===== config.mk =====
export PLATFORM = sky130hd
export DESIGN_NAME = sr_rw_engine
export DESIGN_NICKNAME = d
export VERILOG_FILES = /design/src/rtl/sr_rw_pkg.sv /design/src/rtl/sr_clk_gen.sv /design/src/rtl/sr_rw_engine.sv
export SDC_FILE = /design/constraint.sdc
export NUM_CORES = 2
export LEC_CHECK = 0
export CAP_MARGIN = 20
export CORE_MARGIN = 4
export CORE_UTILIZATION = 60
export DETAILED_ROUTE_END_ITERATION = 8
export GPL_ROUTABILITY_DRIVEN = 0
export PLACE_DENSITY = 0.92
export SYNTH_ARGS = -nofsm -noshare
export SYNTH_HDL_FRONTEND = slang
export SYNTH_HIERARCHICAL = 1
export SYNTH_SLANG_ARGS = --single-unit

===== constraint.sdc =====
create_clock -name clk -period 4.17 [get_ports clk]
set_input_delay 0.834 -clock clk [delete_from_list [all_inputs] [get_ports clk]]
set_output_delay 0.834 -clock clk [all_outputs]
set_load 0.01 [all_outputs]

===== src/rtl/sr_rw_pkg.sv =====
// Shared definitions for the shift-register write/readback engine:
// one-hot state encoding and a constant clog2 helper for counter sizing.
package sr_rw_pkg;

    localparam logic [3:0] S_IDLE  = 4'b0001;
    localparam logic [3:0] S_SHIFT = 4'b0010;
    localparam logic [3:0] S_LOAD  = 4'b0100;
    localparam logic [3:0] S_DONE  = 4'b1000;

    typedef enum logic [3:0] {
        ST_IDLE  = S_IDLE,
        ST_SHIFT = S_SHIFT,
        ST_LOAD  = S_LOAD,
        ST_DONE  = S_DONE
    } state_t;

    function automatic int clog2(input int value);
        int result;
        result = 0;
        for (int i = 0; i < 31; i++) begin
            if ((1 << i) < value) result = i + 1;
        end
        return result;
    endfunction

endpackage


===== src/rtl/sr_clk_gen.sv =====
// Phase and bit counters for the serial link; produces the registered
// shift clock plus the sample/advance strobes consumed by the engine FSM.
module sr_clk_gen
    import sr_rw_pkg::*;
#(
    parameter int DATA_WIDTH = 170,
    parameter int DIV        = 4
) (
    input  logic clk,
    input  logic rst_n,
    input  logic en,
    input  logic shift,
    output logic sr_clk,
    output logic sample_en,
    output logic bit_adv,
    output logic last_bit
);

    localparam int PW = clog2(2 * DIV);
    localparam int BW = clog2(DATA_WIDTH + 1);
    localparam logic [PW-1:0] PH_LOW_END = PW'(DIV - 1);
    localparam logic [PW-1:0] PH_END     = PW'(2 * DIV - 1);
    localparam logic [BW-1:0] BIT_END    = BW'(DATA_WIDTH - 1);

    logic [PW-1:0] phase;
    logic [BW-1:0] bit_cnt;

    assign sample_en = en && (phase == PH_LOW_END);
    assign bit_adv   = en && (phase == PH_END);
    assign last_bit  = (bit_cnt == BIT_END);

    // Counters also run through LOAD so its length reuses the low-phase strobe.
    always_ff @(posedge clk) begin
        if (!rst_n || !en) begin
            phase   <= '0;
            bit_cnt <= '0;
        end else begin
            if (phase == PH_END) begin
                phase   <= '0;
                bit_cnt <= last_bit ? '0 : bit_cnt + 1'b1;
            end else begin
                phase <= phase + 1'b1;
            end
        end
    end

    always_ff @(posedge clk) begin
        if (!rst_n || !shift) begin
            sr_clk <= 1'b0;
        end else if (phase == PH_LOW_END) begin
            sr_clk <= 1'b1;
        end else if (phase == PH_END) begin
            sr_clk <= 1'b0;
        end
    end

endmodule


===== src/rtl/sr_rw_engine.sv =====
// Multi-chain serial write/readback engine: shifts a word into each chain,
// captures what falls out, strobes load and flags readback vs. last write.
module sr_rw_engine
    import sr_rw_pkg::*;
#(
    parameter int DATA_WIDTH = 170,
    parameter int NCH        = 2,
    parameter int DIV        = 4
) (
    input  logic                      clk,
    input  logic                      rst_n,
    input  logic                      start,
    input  logic                      lsb_first,
    input  logic [NCH*DATA_WIDTH-1:0] din,
    output logic                      busy,
    output logic                      done,
    output logic [NCH*DATA_WIDTH-1:0] dout,
    output logic [NCH-1:0]            mismatch,
    output logic                      sr_clk,
    output logic [NCH-1:0]            sr_din,
    output logic                      sr_load,
    input  logic [NCH-1:0]            sr_dout
);

    state_t state, state_next;
    logic   order_lsb;
    logic   shadow_valid;
    logic   sample_en, bit_adv, last_bit;
    logic   count_en, shift_en, accept, capture;

    assign shift_en = (state == ST_SHIFT);
    assign count_en = (state == ST_SHIFT) || (state == ST_LOAD);
    assign accept   = (state == ST_IDLE) && start;
    assign capture  = (state == ST_LOAD) && sample_en;

    sr_clk_gen #(
        .DATA_WIDTH(DATA_WIDTH),
        .DIV       (DIV)
    ) u_clk_gen (
        .clk      (clk),
        .rst_n    (rst_n),
        .en       (count_en),
        .shift    (shift_en),
        .sr_clk   (sr_clk),
        .sample_en(sample_en),
        .bit_adv  (bit_adv),
        .last_bit (last_bit)
    );

    always_comb begin
        state_next = state;
        unique case (state)
            ST_IDLE:  if (start) state_next = ST_SHIFT;
            ST_SHIFT: if (bit_adv && last_bit) state_next = ST_LOAD;
            ST_LOAD:  if (sample_en) state_next = ST_DONE;
            ST_DONE:  state_next = ST_IDLE;
            default:  state_next = ST_IDLE;
        endcase
    end

    // Status strobes are decoded from the next state so they leave a flop.
    always_ff @(posedge clk) begin
        if (!rst_n) begin
            state        <= ST_IDLE;
            busy         <= 1'b0;
            done         <= 1'b0;
            sr_load      <= 1'b0;
            order_lsb    <= 1'b0;
            shadow_valid <= 1'b0;
        end else begin
            state   <= state_next;
            busy    <= (state_next != ST_IDLE);
            done    <= (state_next == ST_DONE);
            sr_load <= (state_next == ST_LOAD);
            if (accept) order_lsb <= lsb_first;
            if (capture) shadow_valid <= 1'b1;
        end
    end

    for (genvar c = 0; c < NCH; c++) begin : g_chain
        logic [DATA_WIDTH-1:0] din_c;
        logic [DATA_WIDTH-1:0] tx_word;
        logic [DATA_WIDTH-1:0] rx_word;
        logic [DATA_WIDTH-1:0] shadow;
        logic [DATA_WIDTH-1:0] rd_word;
        logic                  ser_bit;
        logic                  miss;

        assign din_c = din[c*DATA_WIDTH +: DATA_WIDTH];
        assign dout[c*DATA_WIDTH +: DATA_WIDTH] = rd_word;
        assign mismatch[c] = miss;
        assign sr_din[c]   = ser_bit;

        // tx_word rotates rather than shifts, so after a full word it holds the
        // written value again and can refresh the shadow directly.
        always_ff @(posedge clk) begin
            if (!rst_n) begin
                tx_word <= '0;
                rx_word <= '0;
                shadow  <= '0;
                rd_word <= '0;
                ser_bit <= 1'b0;
                miss    <= 1'b0;
            end else begin
                if (accept) begin
                    tx_word <= din_c;
                    ser_bit <= lsb_first ? din_c[0] : din_c[DATA_WIDTH-1];
                end
                if (shift_en && sample_en) begin
                    rx_word <= order_lsb ? {sr_dout[c], rx_word[DATA_WIDTH-1:1]}
                                         : {rx_word[DATA_WIDTH-2:0], sr_dout[c]};
                end
                if (shift_en && bit_adv) begin
                    tx_word <= order_lsb ? {tx_word[0], tx_word[DATA_WIDTH-1:1]}
                                         : {tx_word[DATA_WIDTH-2:0], tx_word[DATA_WIDTH-1]};
                    ser_bit <= last_bit ? 1'b0
                             : (order_lsb ? tx_word[1] : tx_word[DATA_WIDTH-2]);
                end
                if (capture) begin
                    rd_word <= rx_word;
                    miss    <= shadow_valid && (rx_word != shadow);
                    shadow  <= tx_word;
                end
            end
        end
    end

endmodule


Yosys cells after proc, flatten, opt, wreduce, memory -nomap -nowiden
Cells that the tools add are included.
{ "totals": {"regBits": 1385, "in_bits": 346, "out_inout_bits": 348, "wordCells": 77} }
{ "op_classes": {"n_addsub": 2, "n_eq_ne": 11, "n_mux": 25, "n_reduce_logical": 18} }
{ "op_table": {"columns": ["cell", "count"], "rows": [
  ["two-way mux 170 bit", 8],
  ["!= test 170 bit", 2],
  ["two-way mux 1 bit", 12],
  ["two-way mux 4 bit", 3],
  ["one-hot mux 4 bit (3 select lines)", 1],
  ["logical AND 1 bit", 9],
  ["adder 8 x 1 -> 8 bit (second input constant)", 1],
  ["equality test 4 x 3 -> 1 bit (second input constant)", 2],
  ["equality test 8 bit (second input constant)", 1],
  ["two-way mux 8 bit", 1],
  ["equality test 4 x 1 -> 1 bit (second input constant)", 1],
  ["equality test 4 x 2 -> 1 bit (second input constant)", 1],
  ["equality test 4 bit (second input constant)", 1],
  ["!= test 4 x 1 -> 1 bit (second input constant)", 1],
  ["nonzero test 2 bit", 2],
  ["adder 3 x 1 -> 3 bit (second input constant)", 1],
  ["equality test 3 x 2 -> 1 bit (second input constant)", 1],
  ["equality test 3 bit (second input constant)", 1],
  ["logical NOT 1 bit", 3],
  ["logical OR 1 bit", 3],
  ["OR reduction 2 bit", 1]
]} }

Longest topological paths before layout
{ "depth": {"depth_word": 7, "mapped_depth": 10, "depth_no_buf": 8} }

By module
The synthesis kept the hierarchy.
{ "by_module_without_submodules": {"columns": ["module", "n_inst", "cells_per_inst", "area_each_um2", "seq_area_each_um2"], "rows": [
  ["sr_rw_engine", 1, 7450, 63068.0, 27486.4],
  ["sr_clk_gen", 1, 66, 638.1, 240.2]
]} }

Worst setup path after synthesis
No wires, ideal clock.
{ "synth_timing": {"kind": "register to register", "start": "register state[0]", "end": "register g_chain[0].miss", "setup_time_ns": 0.124, "arrival_time_ns": 2.259, "required_ns": 4.046, "setup_slack_ns": 1.787, "stages_incl_launch_ff": 10, "path_buffers": 1, "synth_period_minus_slack_ns": 2.383, "cell_sequence": "dfxtp_1 -> nor4b_2 -> or2_2 -> and2_1 -> and2_1 -> buf_2 -> o2111ai_1 -> or4_1 -> nor4_1 -> a21oi_1"} }
{ "synth_between": {"elab_chain_len": 4, "elab_cells_between_ends": 5, "cone_classes": "2 x eq/ne; 3 x reduce/logical"} }
{ "synth_lines": {"columns": ["item", "line_no", "text"], "rows": [
  ["from (decl)", "sr_rw_engine.sv:25", "state_t state, state_next;"],
  ["from (signal assigned)", "sr_rw_engine.sv:71", "state <= state_next;"],
  ["equality test 4 x 2 -> 1 bit", null, null],
  ["net shift_en", "sr_rw_engine.sv:29", "logic count_en, shift_en, accept, capture;"],
  ["logical OR 1 bit", "sr_rw_engine.sv:32", "assign count_en = (state == ST_SHIFT) || (state == ST_LOAD);"],
  ["net count_en", "sr_rw_engine.sv:29", null],
  ["logical AND 1 bit", "sr_clk_gen.sv:28", "assign sample_en = en && (phase == PH_LOW_END);"],
  ["net sample_en", "sr_rw_engine.sv:28", "logic sample_en, bit_adv, last_bit;"],
  ["logical AND 1 bit", "sr_rw_engine.sv:34", "assign capture = (state == ST_LOAD) && sample_en;"],
  ["to (signal assigned)", "sr_rw_engine.sv:121", "miss <= shadow_valid && (rx_word != shadow);"],
  ["to (decl)", "sr_rw_engine.sv:87", "logic miss;"]
]} }
The timed path passes the listed nets, and every way through them passes these cells.
A chain may end at the register's enable or synchronous reset.

Final worst setup path
{ "layout_timing": {"start": "register state[0]", "end": "register g_chain[1].rx_word[39]"} }
{ "layout_between": {"elab_chain_len": 4, "elab_cells_between_ends": 5, "cone_classes": "2 x eq/ne; 3 x reduce/logical"} }
{ "layout_lines": {"columns": ["item", "line_no", "text"], "rows": [
  ["equality test 4 x 2 -> 1 bit", "sr_rw_engine.sv:31", "assign shift_en = (state == ST_SHIFT);"],
  ["net shift_en", "sr_rw_engine.sv:29", null],
  ["logical OR 1 bit", "sr_rw_engine.sv:32", null],
  ["net count_en", "sr_rw_engine.sv:29", null],
  ["logical AND 1 bit", "sr_clk_gen.sv:28", null],
  ["net sample_en", "sr_rw_engine.sv:28", null],
  ["logical AND 1 bit", "sr_rw_engine.sv:109", "if (shift_en && sample_en) begin"],
  ["to (signal assigned)", "sr_rw_engine.sv:110", "rx_word <= order_lsb ? {sr_dout[c], rx_word[DATA_WIDTH-1:1]}"],
  ["to (decl)", "sr_rw_engine.sv:83", "logic [DATA_WIDTH-1:0] rx_word;"]
]} }
The timed path passes the listed nets, and every way through them passes these cells.

==> results.rst <==
.. list-table::
   :header-rows: 1

   * - Metric
     - Value
   * - Resize count post-CTS
     - 0
   * - Unique masters post-synth
     - 53
   * - Die ar.
     - 0.111 mm²
   * - Cell types with the largest area share after synthesis
     - sky130_fd_sc_hd__dfxtp_1 (44%), sky130_fd_sc_hd__nand2_1 (15%), sky130_fd_sc_hd__mux2i_1 (11%)
   * - Crit-path cells
     - nor4b_2, or2_2, and2_1, and2_4, buf_4, nand2_1, o211a_1
   * - Netlist Area Pre-Place
     - 0.0637 mm²
   * - Hold-fix buffers, CTS
     - 0
   * - Vias per Instance
     - 6.24
   * - Die Span X
     - about 330 µm
   * - Sum of negative setup slack
     - 0 ns
   * - Cell type with the highest aggregate area in the netlist
     - sky130_fd_sc_hd__dfxtp_1
   * - Worst-case clock buffer depth
     - 3
   * - Clock latency reported for the late side of the worst-skew pair
     - 0.78 ns
   * - Buffers on Ports
     - just under 700
   * - Sequential element share of the synthesized area
     - 0.435
   * - CP Data Required Time
     - 4.83 ns
   * - Register bit total from synthesis
     - 1385
   * - Worst min-delay path class
     - reg -> reg
   * - Number of buffers created by CTS
     - 141
   * - Initial cell density of the core
     - 0.604
   * - Biggest fanout along the worst timing path
     - 64
   * - Number of design rule violations left after detail routing
     - 0
   * - Number of maximum-capacitance constraint violations
     - 0
   * - Clk sinks
     - roughly 1400
   * - End point of the most critical hold path
     - g_chain[0].rd_word[81]
   * - Post-layout minimum cycle time
     - 3.35 ns
   * - Number of violations reported at the end of detailed-routing iteration 0
     - 7388
   * - Cell with the biggest individual delay on the critical path
     - sky130_fd_sc_hd__nor4b_2
   * - Mean post-synth cell area
     - 8.48 µm²
   * - Final Hold Vio Count
     - 0
   * - Die Y
     - about 330 µm
   * - Crit Path Category
     - reg -> reg
   * - Number of enable-type register cells in the synthesized netlist
     - 0
   * - Max_slew headroom
     - 0.289
   * - Number of nets in the layout
     - 8195
   * - HPWL Detailed
     - ~150000 µm
   * - P per Cell Area
     - 381 mW/mm²
   * - RSZ-0062 raised after global routing
     - no
   * - Transition time of the tightest slew-check pin
     - approximately 1.1 ns
   * - Run status
     - finished clean
   * - Leakage power
     - roughly 0.031 µW
   * - Post-place setup slack
     - 0.985 ns
   * - Routed WL per cell
     - 23.5 µm
   * - Commonest non-fill, non-tap cells in the layout
     - sky130_fd_sc_hd__nand2_1 (2521), sky130_fd_sc_hd__dfxtp_1 (1384), sky130_fd_sc_hd__clkdlybuf4s50_1 (692)
   * - Number of placed I/O pins
     - 694
   * - Fin crit share
     - 0.803
   * - Syn nets
     - 7868
   * - Placement row count
     - around 120
   * - Most common cell after layout, fill and taps aside
     - sky130_fd_sc_hd__nand2_1
   * - Post-synthesis async set-or-reset flop share
     - 0
   * - Post-route setup slack
     - 0.820 ns
   * - Number of antenna violations at the first check in global routing
     - 15
   * - Layout cell share with drive strength beyond 1
     - 0.0429
   * - Post-synth top flop
     - sky130_fd_sc_hd__dfxtp_1
   * - Total core area
     - 0.105 mm²
   * - Total of warnings raised by yosys
     - 6
   * - Worst R2R End
     - g_chain[1].rx_word[39]
   * - Clock transition at the register clock pins on the worst setup and hold paths after CTS
     - 0.07 ns
   * - Reg-to-reg critical path startpoint
     - state[0]
   * - Largest net degree at the start of global routing
     - 158
   * - Largest incremental delay on the critical path
     - 0.72 ns
   * - Clock tree skew after final layout
     - 0.0356 ns
   * - Total Routed Length
     - 220000 µm
   * - Type of destination of the critical path
     - flip-flop
   * - Cell depth of the worst flop-to-flop path
     - 7
   * - Min-Delay Path Depth
     - 2
   * - Layout Area Growth over Synthesis
     - 19.4%
   * - Max Clock Freq
     - 298 MHz
   * - Final Setup Violations
     - 0
   * - Worst vdd ir
     - 0.313 mV
   * - Clock root buffer
     - sky130_fd_sc_hd__clkbuf_16
   * - Beginning of the worst hold path
     - g_chain[0].rd_word[81]
   * - Total number of H-tree levels
     - 4
   * - Post-CTS Setup Repair Bufs
     - 0
   * - Synthesized netlist cell count
     - 7516
   * - Startpoint type of the worst setup path
     - flip-flop
   * - Count of antenna-violating nets left after detailed routing
     - 0
   * - CTS tree
     - built
   * - GRT Total Usage
     - 0.377
   * - Minimum setup slack among reg-to-reg paths
     - just over 0.8 ns
   * - Data arrival time of the critical path
     - 4.01 ns
   * - Global-route wire length before repair
     - 330000 µm
   * - Grt ovf
     - 0
   * - Number of search-and-repair iterations in the first detailed-routing pass
     - 9
   * - Top-area cell type share of the netlist area
     - 0.435
   * - Via count of the first global-routing pass
     - between 50000 and 60000
   * - Vias post-DR
     - 58325
   * - Total count of max-transition violations in the final report
     - 0
-- worst max path at each step --
stage	depth (start not counted)	startpoint	slack, ns	end
4_1_cts	7	state[0]	0.91	g_chain[0].rd_word[75]
3_3_place_gp	7	start	1.16	g_chain[0].tx_word[38]
6_report	7	state[0]	0.82	g_chain[1].rx_word[39]
3_5_place_dp	7	state[0]	0.99	g_chain[1].rx_word[36]
5_1_grt	7	state[0]	0.64	g_chain[0].rd_word[75]
2_1_floorplan	9	state[0]	1.79	g_chain[0].miss
-- power breakdown --
part / internal, µW / switching, µW
logic: 990 / 1070
clock network: 7640 / 5540
registers: 13500 / 301
total: 22100 / 6910
-- critical path, delay by kind of cell (launching register included) --
family,cells,cell delay [ns]
AO/OA/AOI/OAI,1,0.16
AND/OR/NAND/NOR,5,2.01
buffers and inverters,1,0.63
flip-flops,1,0.36
-- sequential cells by signal (all words and copies together), names as in the netlist --
register	count
u_clk_gen/bit_cnt	8
g_chain.rx_word	340
g_chain.ser_bit	2
state	4
sr_load	1
u_clk_gen/phase	3
g_chain.rd_word	340
done	1
g_chain.tx_word	340
u_clk_gen/sr_clk	1
order_lsb	1
g_chain.miss	2
g_chain.shadow	340
busy	1
shadow_valid	1
-- cell usage after synthesis (8+ instances only) --
master and count:
sky130_fd_sc_hd__o211a_1 340, sky130_fd_sc_hd__nand2_1 2524, sky130_fd_sc_hd__mux2i_1 671, sky130_fd_sc_hd__xor2_1 143, sky130_fd_sc_hd__and3_1 270, sky130_fd_sc_hd__inv_1 20, sky130_fd_sc_hd__nor4_1 49, sky130_fd_sc_hd__nor2b_1 76
sky130_fd_sc_hd__clkbuf_1 412, sky130_fd_sc_hd__a21boi_0 682, sky130_fd_sc_hd__buf_2 175, sky130_fd_sc_hd__nor2_1 77, sky130_fd_sc_hd__nand3_1 272, sky130_fd_sc_hd__o211ai_1 13, sky130_fd_sc_hd__a21oi_1 8, sky130_fd_sc_hd__nand4_1 58
sky130_fd_sc_hd__xnor2_1 183, sky130_fd_sc_hd__buf_1 13, sky130_fd_sc_hd__a221oi_1 73, sky130_fd_sc_hd__dfxtp_1 1385
-- metal layers --
| metal | global-route usage | wire [µm] | vias to the layer above |
|---|---|---|---|
| li1 | - | - | 26049 |
| met1 | 0.433 | 77100 | 27595 |
| met2 | 0.576 | 95600 | 3748 |
| met3 | 0.120 | 26200 | 917 |
| met4 | 0.310 | 21100 | 16 |
| met5 | 0 | 109 | - |
-- cell families (layout without fill, tap and decap cells) --
kind of cell | Yosys count | count (layout) | share of synthesized area
and+or+nand+nor | 3357 | 3357 | 0.223
muxes | 671 | 671 | 0.105
buffers and inverters | 624 | 1057 | 0.0404
DFF | 1385 | 1385 | 0.435
other | 0 | 9 | 0
adders and majority gates | 6 | 6 | 0.00118
xor gates and xnor gates | 326 | 326 | 0.0448
AOI/OAI and AO/OA | 1147 | 1147 | 0.150
-- area by class of cell --
class	instances	area (µm²)
antenna	9	22.5
clock buffer	196	4130
clock inverter	53	677
fill	7098	29400
inverter	20	75.1
multi-input combinational	5507	33400
sequential	1385	27700
tap	1391	1740
timing repair buffer	788	8240
-- per-stage QoR --
stage	hold slack, ns	total power (µW)	cells	instance area (µm²)	utilization
after floorplan	0.434	15200	7516	63700	-
after global placement	0.445	16000	9091	71200	0.676
after detailed placement	0.456	16000	9091	71200	0.676
after CTS	0.465	29000	9340	76000	0.721
after global routing	0.483	29700	9341	76000	0.721
final	0.461	29000	9349	76100	0.722
(Power assumes the default switching activity.)
